[src/rtl/btn_debounce.sv]
// Two-flop synchronizer plus per-bit tick-sampled debouncer with registered level and edge pulses.
// Define LONG_PRESS_EN to build per-bit hold counters that drive long_press.
module btn_debounce #(
  parameter int unsigned WIDTH        = 16,
  parameter int unsigned TICK_CYCLES  = 50000,
  parameter int unsigned STABLE_TICKS = 4,
  parameter int unsigned LONG_TICKS   = 100
) (
  input  logic             clk,
  input  logic             rst,
  input  logic [WIDTH-1:0] raw_in,
  output logic [WIDTH-1:0] level,
  output logic [WIDTH-1:0] rise,
  output logic [WIDTH-1:0] fall,
  output logic             any_event,
  output logic [WIDTH-1:0] long_press
);

  localparam int unsigned SW = $clog2(STABLE_TICKS + 1);
  localparam logic [31:0] TickMax = 32'(TICK_CYCLES - 1);
  localparam logic [SW-1:0] StableMax = SW'(STABLE_TICKS - 1);

  logic [WIDTH-1:0]         sync1_q, sync2_q;
  logic [31:0]              tcnt_q, tcnt_d;
  logic                     tick;
  logic [WIDTH-1:0][SW-1:0] scnt_q, scnt_d;
  logic [WIDTH-1:0]         level_q, level_d;
  logic [WIDTH-1:0]         rise_q, rise_d;
  logic [WIDTH-1:0]         fall_q, fall_d;
  logic                     any_q, any_d;

  assign tick   = (tcnt_q == TickMax);
  assign tcnt_d = tick ? 32'd0 : tcnt_q + 32'd1;

  always_comb begin
    scnt_d  = scnt_q;
    level_d = level_q;
    rise_d  = '0;
    fall_d  = '0;
    if (tick) begin
      for (int i = 0; i < WIDTH; i++) begin
        if (sync2_q[i] == level_q[i]) begin
          scnt_d[i] = '0;
        end else if (scnt_q[i] == StableMax) begin
          level_d[i] = sync2_q[i];
          rise_d[i]  = sync2_q[i];
          fall_d[i]  = ~sync2_q[i];
          scnt_d[i]  = '0;
        end else begin
          scnt_d[i] = scnt_q[i] + 1'b1;
        end
      end
    end
    any_d = |(rise_d | fall_d);
  end

  always_ff @(posedge clk) begin
    if (rst) begin
      sync1_q <= '0;
      sync2_q <= '0;
      tcnt_q  <= '0;
      scnt_q  <= '0;
      level_q <= '0;
      rise_q  <= '0;
      fall_q  <= '0;
      any_q   <= 1'b0;
    end else begin
      sync1_q <= raw_in;
      sync2_q <= sync1_q;
      tcnt_q  <= tcnt_d;
      scnt_q  <= scnt_d;
      level_q <= level_d;
      rise_q  <= rise_d;
      fall_q  <= fall_d;
      any_q   <= any_d;
    end
  end

  assign level     = level_q;
  assign rise      = rise_q;
  assign fall      = fall_q;
  assign any_event = any_q;

`ifdef LONG_PRESS_EN
  localparam int unsigned HW = $clog2(LONG_TICKS + 1);
  localparam logic [HW-1:0] HoldMax = HW'(LONG_TICKS);
  localparam logic [HW-1:0] HoldLast = HW'(LONG_TICKS - 1);

  logic [WIDTH-1:0][HW-1:0] hcnt_q, hcnt_d;
  logic [WIDTH-1:0]         lp_q, lp_d;

  // Saturating at LONG_TICKS is what keeps a held button from repeating the pulse.
  always_comb begin
    hcnt_d = hcnt_q;
    lp_d   = '0;
    for (int i = 0; i < WIDTH; i++) begin
      if (!level_q[i]) begin
        hcnt_d[i] = '0;
      end else if (tick && (hcnt_q[i] != HoldMax)) begin
        hcnt_d[i] = hcnt_q[i] + 1'b1;
        lp_d[i]   = (hcnt_q[i] == HoldLast);
      end
    end
  end

  always_ff @(posedge clk) begin
    if (rst) begin
      hcnt_q <= '0;
      lp_q   <= '0;
    end else begin
      hcnt_q <= hcnt_d;
      lp_q   <= lp_d;
    end
  end

  assign long_press = lp_q;
`else
  assign long_press = '0;
`endif

endmodule

[config.mk]
export PLATFORM = sky130hd
export DESIGN_NAME = btn_debounce
export DESIGN_NICKNAME = d
export VERILOG_FILES = /design/src/rtl/btn_debounce.sv
export SDC_FILE = /design/constraint.sdc
export NUM_CORES = 1
export LEC_CHECK = 0
export CORE_MARGIN = 1.5
export CORE_UTILIZATION = 56
export CTS_BUF_LIST = sky130_fd_sc_hd__clkbuf_16
export CTS_CLUSTER_SIZE = 25
export DETAILED_ROUTE_END_ITERATION = 12
export PLACE_DENSITY = 0.79
export RECOVER_POWER = 50
export REMOVE_ABC_BUFFERS = 1
export SYNTH_ARGS = -nofsm -noshare
export SYNTH_HDL_FRONTEND = slang
export SYNTH_SLANG_ARGS = --single-unit
[constraint.sdc]
create_clock -name clk -period 2.6 [get_ports clk]
set_clock_uncertainty 0.2 [all_clocks]
set_input_delay 0.26 -clock clk [delete_from_list [all_inputs] [get_ports clk]]
set_output_delay 0.26 -clock clk [all_outputs]
set_load 0.005 [all_outputs]
==> results.md <==
- Crit-path max FO: 52
- Min Hold Slack: 0.1803 ns
- Startpoint types: register
- Postcts setup bufs: 0
- Highest clock rate: 0.3984 GHz
- Post-Syn Instances: 776
- VDD IR-drop max: 0.4435 mV
- CP Capture Type: register
- Final WL: 17.03 mm
- CTS tree: built
- Ys Warns: 0
- Residual DRC: 0
- Slew margin rel.: 15.54%
- Pre-Repair DR Iteration Count: 5
- Initial antenna violation count: 0
- Die Y: 118.1 um
- Filler cells: 960
- Register area share after synthesis: 43.45%
- H-tree depth: 4
- Initial DRC count: 425
- DP HPWL: 10.75 mm
- Ant diodes: 0
- Root buffer cell: clkbuf_16
- DR vias/cell: 6.032
- Main synth FF type: dfxtp_1
- First-pass GRT wire length: 28.36 mm
- Max incr delay on CP: 0.62 ns
- TritonCTS buffer count: 17
- Core Rows: 41
- Remaining Overflow, GRT: 0
- Share of cells above drive strength 1: 10.33%
- Final worst path period share: 96.54%
- Clk slew on worst S/H paths: 0.06 ns
- Final Hold Fails: 0
- Fin nets: 865
- Area grow syn2layout: 18.35%
- Worst path cell trace: nor4_2 -> nand4_1 -> buf_2 -> or4_1 -> a21oi_1
- Count leader, synth: dfxtp_1
- Yosys reg bits: 161
- Number of port buffers: 66
- CP arrival: 2.66 ns
- Core Util, Final: 68.72%
- Slew @ Worst Pin: 1.267 ns
- Setup-failing EPs final: 0
- Post-synth EDFFs: 0
- Synth top area share: 43.45%
- Final Wtd Congestion: 0.8734
- CP top delay family: simple AND/OR/NAND/NOR gates
- Antenna-violating nets left: 0
- Max Cap Viol: 0
- Initial Utilization: 58.07%
- Post-synth ARST share: 0%
- Reg2reg setup slack: 0.09 ns
- CTS max path bufs: 2
- Mean Syn Cell Area: 9.558 um2
- RSZ-0062 raised after global routing: false
- Hold Crit Class: input pin to register
- Largest net degree at the start of global routing: 68
- Outcome: completed
- Required time worst endpoint: 2.75 ns
- CP Buf/Inv Count: 1
- Yosys cell types: 43
- Top cells by area, synth: dfxtp_1 (43%), nand2b_1 (4.6%), a21oi_1 (4.0%)
- IO Count: 83
- Post-synth top area cell: dfxtp_1
- Placeable Area: 12,770 um2
- Top cells by count, synth: dfxtp_1 (161), a21oi_1 (59), nand2b_1 (54)
- Via count: 6,116
- Average wire per standard cell: 16.79 um
- Static leakage: 3.168 nW
- Vias in the first global route: 5,855
- Power per Cell Area: 591.4 nW/um2
- All-layer global routing usage: 24.93%
- Power, Total: 0.005192 W
- Clk sink count: 161
- Fin crit period: 2.510 ns
- Kind of critical path: register to register
- Mapped Area: 7417 um2
- Critical-path top delay cell: or4_1
- Die width: 118.1 um
- Die area: 13,940 um2
- Worst skew pair latency: 0.43 ns
- Final Max Tran Viols: 0
[report_power, final]
group	internal [W]	switching, W	total (W)	leakage [nW]
clock network	0.00158	0.000963	0.00254	0.298
registers	0.00249	0.0000227	0.00252	1.30
logic	0.0000581	0.0000741	0.000132	1.57
total	0.00413	0.00106	0.00519	3.17
[final cells by class]
class	count	area (um2)	area share (%)
multi-input combinational	532	3784	43.10
sequential	161	3223	36.72
timing repair buffer	91	857.1	9.763
clock buffer	17	425.4	4.846
tap	172	215.2	2.452
clock inverter	14	172.7	1.967
inverter	27	101.3	1.155
[placed cells by master (no fill, tap or decap), types with 20 or more instances in the layout]
cell type / n
nor2b_1: 40
inv_1: 28
a21oi_1: 59
nand2b_1: 54
nor3_1: 20
dlygate4sd3_1: 50
dfxtp_1: 161
xor2_1: 23
nand4_1: 33
nor2_1: 31
or4_1: 26
nand3_1: 37
o31ai_1: 28
[cell families after synthesis]
| family | after synthesis | share of synthesized area [%] |
|---|---|---|
| simple gates | 326 | 30.48 |
| flops | 161 | 43.45 |
| compound gates | 128 | 11.13 |
| buf+inv | 98 | 6.461 |
| xor+xnor | 31 | 3.661 |
| fa+ha+maj | 17 | 2.868 |
| mux | 14 | 1.889 |
| other cells | 1 | 0.05056 |
[worst register-to-register path: stages, from the launching register on]
cell,delay [ns]
dfxtp_1,0.35
nor4_2,0.38
nand4_1,0.20
buf_2,0.48
or4_1,0.64
a21oi_1,0.18
[path summary, 6_finish.rpt]
path,startpoint,end,depth (start not counted)
max,tcnt_q[19]$_SDFF_PP0_,scnt_q[13]$_SDFFE_PP0P_,5
min,raw_in[1],sync1_q[1]$_SDFF_PP0_,2
max reg2reg,tcnt_q[19]$_SDFF_PP0_,scnt_q[13]$_SDFFE_PP0P_,5
min reg2reg,sync1_q[0]$_SDFF_PP0_,sync2_q[0]$_SDFF_PP0_,1
[registers in the layout, indices dropped and copies added, names as in the netlist]
name,count
scnt_q,48
tcnt_q,32
fall,16
level,16
rise,16
sync1_q,16
sync2_q,16
any_event,1
[what timing repair did]
item	4_1_cts	5_1_grt
hold buffers	1	0
hold endpoints to repair	8	0
setup endpoints to repair	0	1
resized for setup	0	1
[metal layers]
layer,GRT usage [%],wire length [um],share of wire [%],vias to the layer above
li1,-,-,-,2909
met1,30.05,7145,42,2976
met2,43.35,8662,51,206
met3,5.523,956,5.6,25
met4,9.223,263,1.5,0
met5,0,0,0,-
[stage by stage]
| step | instances | worst slack, ns | TNS, ns | instance area, um2 |
|---|---|---|---|---|
| 2_1_floorplan | 720 | -1.792 | -97.57 | 7096 |
| 3_3_place_gp | 982 | 0.3029 | 0 | 8193 |
| 3_5_place_dp | 982 | 0.2158 | 0 | 8193 |
| 4_1_cts | 1014 | 0.1954 | 0 | 8801 |
| 5_1_grt | 1014 | 0.002908 | 0 | 8778 |
| 6_report | 1014 | 0.08996 | 0 | 8778 |
Note: power is estimated with default switching activity, not from simulation.
==> patch (same flow settings) <==
Change the parameter `STABLE_TICKS` from 4 to 2.
--- a/src/rtl/btn_debounce.sv
+++ b/src/rtl/btn_debounce.sv
@@ -4,5 +4,5 @@
   parameter int unsigned WIDTH        = 16,
   parameter int unsigned TICK_CYCLES  = 50000,
-  parameter int unsigned STABLE_TICKS = 4,
+  parameter int unsigned STABLE_TICKS = 2,
   parameter int unsigned LONG_TICKS   = 100
 ) (
Behaviour: same outputs for any inputs over 10 cycles, from zero or initial values and one cycle with rst high; that may be too few to reach the edited logic, so the function may still have changed.
==> patch against the unedited design <==
- the flow now finishes with violations (negative setup slack)
- worst setup slack worse by 0.12 ns
- final area is 15% lower
- global-route usage is 1.7 points lower
- wire length is 20% lower
- sequential cell count is 16 lower
- total power is 4.9% lower
- largest power group unchanged
- sequential power is 9.9% lower
- critical path type unchanged
- synthesized area is 23% lower
==> patch: results (changes against the unedited design) <==
* Worst Hold End: sync1_q[5]
* Post-synth top cells: dfxtp_1 (145), a21oi_1 (48), nor2_1 (35)
* Adder-Cell Fraction of Synth Area at 0.2177% (-2.7 points)
* RePlAce Congestion at 0.8007 (-8.3%)
* Leakage at 2.605 nW (-18%)
* Final wirelength at 13.58 mm (-20%)
* Post-synthesis mux area share at 0% (-1.9 points)
* Status: finished, violations left
* Cells after synthesis at 604 (-22%)
* Via count at 4805 (-21%)
* Nets@finish at 701 (-19%)
* Netlist cell types at 38 (-12%)
* Final WS setup at -0.02905 ns (-0.1190 ns)
* Synth top area cells: dfxtp_1 (51%), a21oi_1 (4.2%), xnor2_1 (4.0%), nor2b_1 (3.5%), or4_1 (3.1%)
* Synth Area in Compound Gates at 10.36% (-0.77 points)
* Worst-Skew Late Latency at 0.41 ns (-0.02 ns)
* HPWL Detailed at 7.608 mm (-29%)
* Violations in the final reports: negative setup slack
* First-pass GRT wire length at 20.67 mm (-27%)
* Seq/Total Area, Yosys at 50.50% (+7.0 points)
* Setup total negative slack at -0.05211 ns (-0.05211 ns)
* VDD IR-drop max at 0.4753 mV (+7.2%)
* Crit-path max FO at 16 (-69%)
* Filler instances at 644 (-33%)
* Crit-path max cell delay at 0.60 ns (-0.02 ns)
* Largest regs: scnt_q x32, tcnt_q x32
* All-Layer GR Usage at 23.24% (-1.7 points)
* Fin Hold WS at 0.1986 ns (+0.01834 ns)
* Reg2reg end: fall[11]
* Avg Vias per Cell at 5.824 (-3.4%)
* Placed Area at 6550 µm² (-20%)
* Final number of setup-violating endpoints at 4 (+4)
* Hold path startpoint: raw_in[5]
[patch: per-stage QoR]
| step | utilization [%] | setup WS [ns] | total power, mW |
|---|---|---|---|
| global route | 75.70 | -0.05971 | 5.082 |
| detailed placement | 66.40 | -0.01800 | 2.426 |
| floorplan | - | -1.112 | 2.363 |
| finish | 75.70 | -0.02905 | 4.939 |
| CTS | 72.79 | 0.003349 | 4.953 |
| global placement | 66.40 | 0.08042 | 2.422 |
[patch: kinds of logic after synthesis]
family                     Yosys count
AOI/OAI and AO/OA                  105
xor gates and xnor gates            30
adders and majority gates            1
buffers and inverters               77
DFF                                145
other                                1
and+or+nand+nor                    245
[patch: worst max-delay path by stage]
stage / endpoint / depth (start not counted) / slack (ns) / startpoint
4_1_cts: level[11] / 5 / 0.003 / tcnt_q[22]
5_1_grt: fall[11] / 5 / -0.06 / tcnt_q[22]
3_5_place_dp: fall[2] / 5 / -0.02 / tcnt_q[22]
6_report: fall[11] / 5 / -0.03 / tcnt_q[22]
2_1_floorplan: fall[0] / 4 / -1.11 / tcnt_q[11]
3_3_place_gp: fall[2] / 5 / 0.08 / tcnt_q[22]
[patch: metal layers]
metal / up-vias / routed length (µm) / GRT usage (%)
li1: 2284 / - / -
met4: 0 / 378 / 10.02
met5: - / 0 / 0
met1: 2287 / 5695 / 28.03
met2: 197 / 6648 / 39.05
met3: 37 / 855 / 6.015
[patch: layout make-up]
type	count	area, µm²	area share, %
sequential	145	2904	38.89
multi-input combinational	397	2675	35.82
timing repair buffer	96	1010	13.52
clock buffer	17	425.4	5.697
clock inverter	12	192.7	2.580
tap	133	166.4	2.229
inverter	25	93.84	1.257
[patch: report_power, final]
part           total (mW)  internal [mW]  switching, mW  leakage, nW
clock network        2.55           1.68          0.879        0.298
logic               0.114         0.0510         0.0633         1.13
registers            2.27           2.25         0.0205         1.18
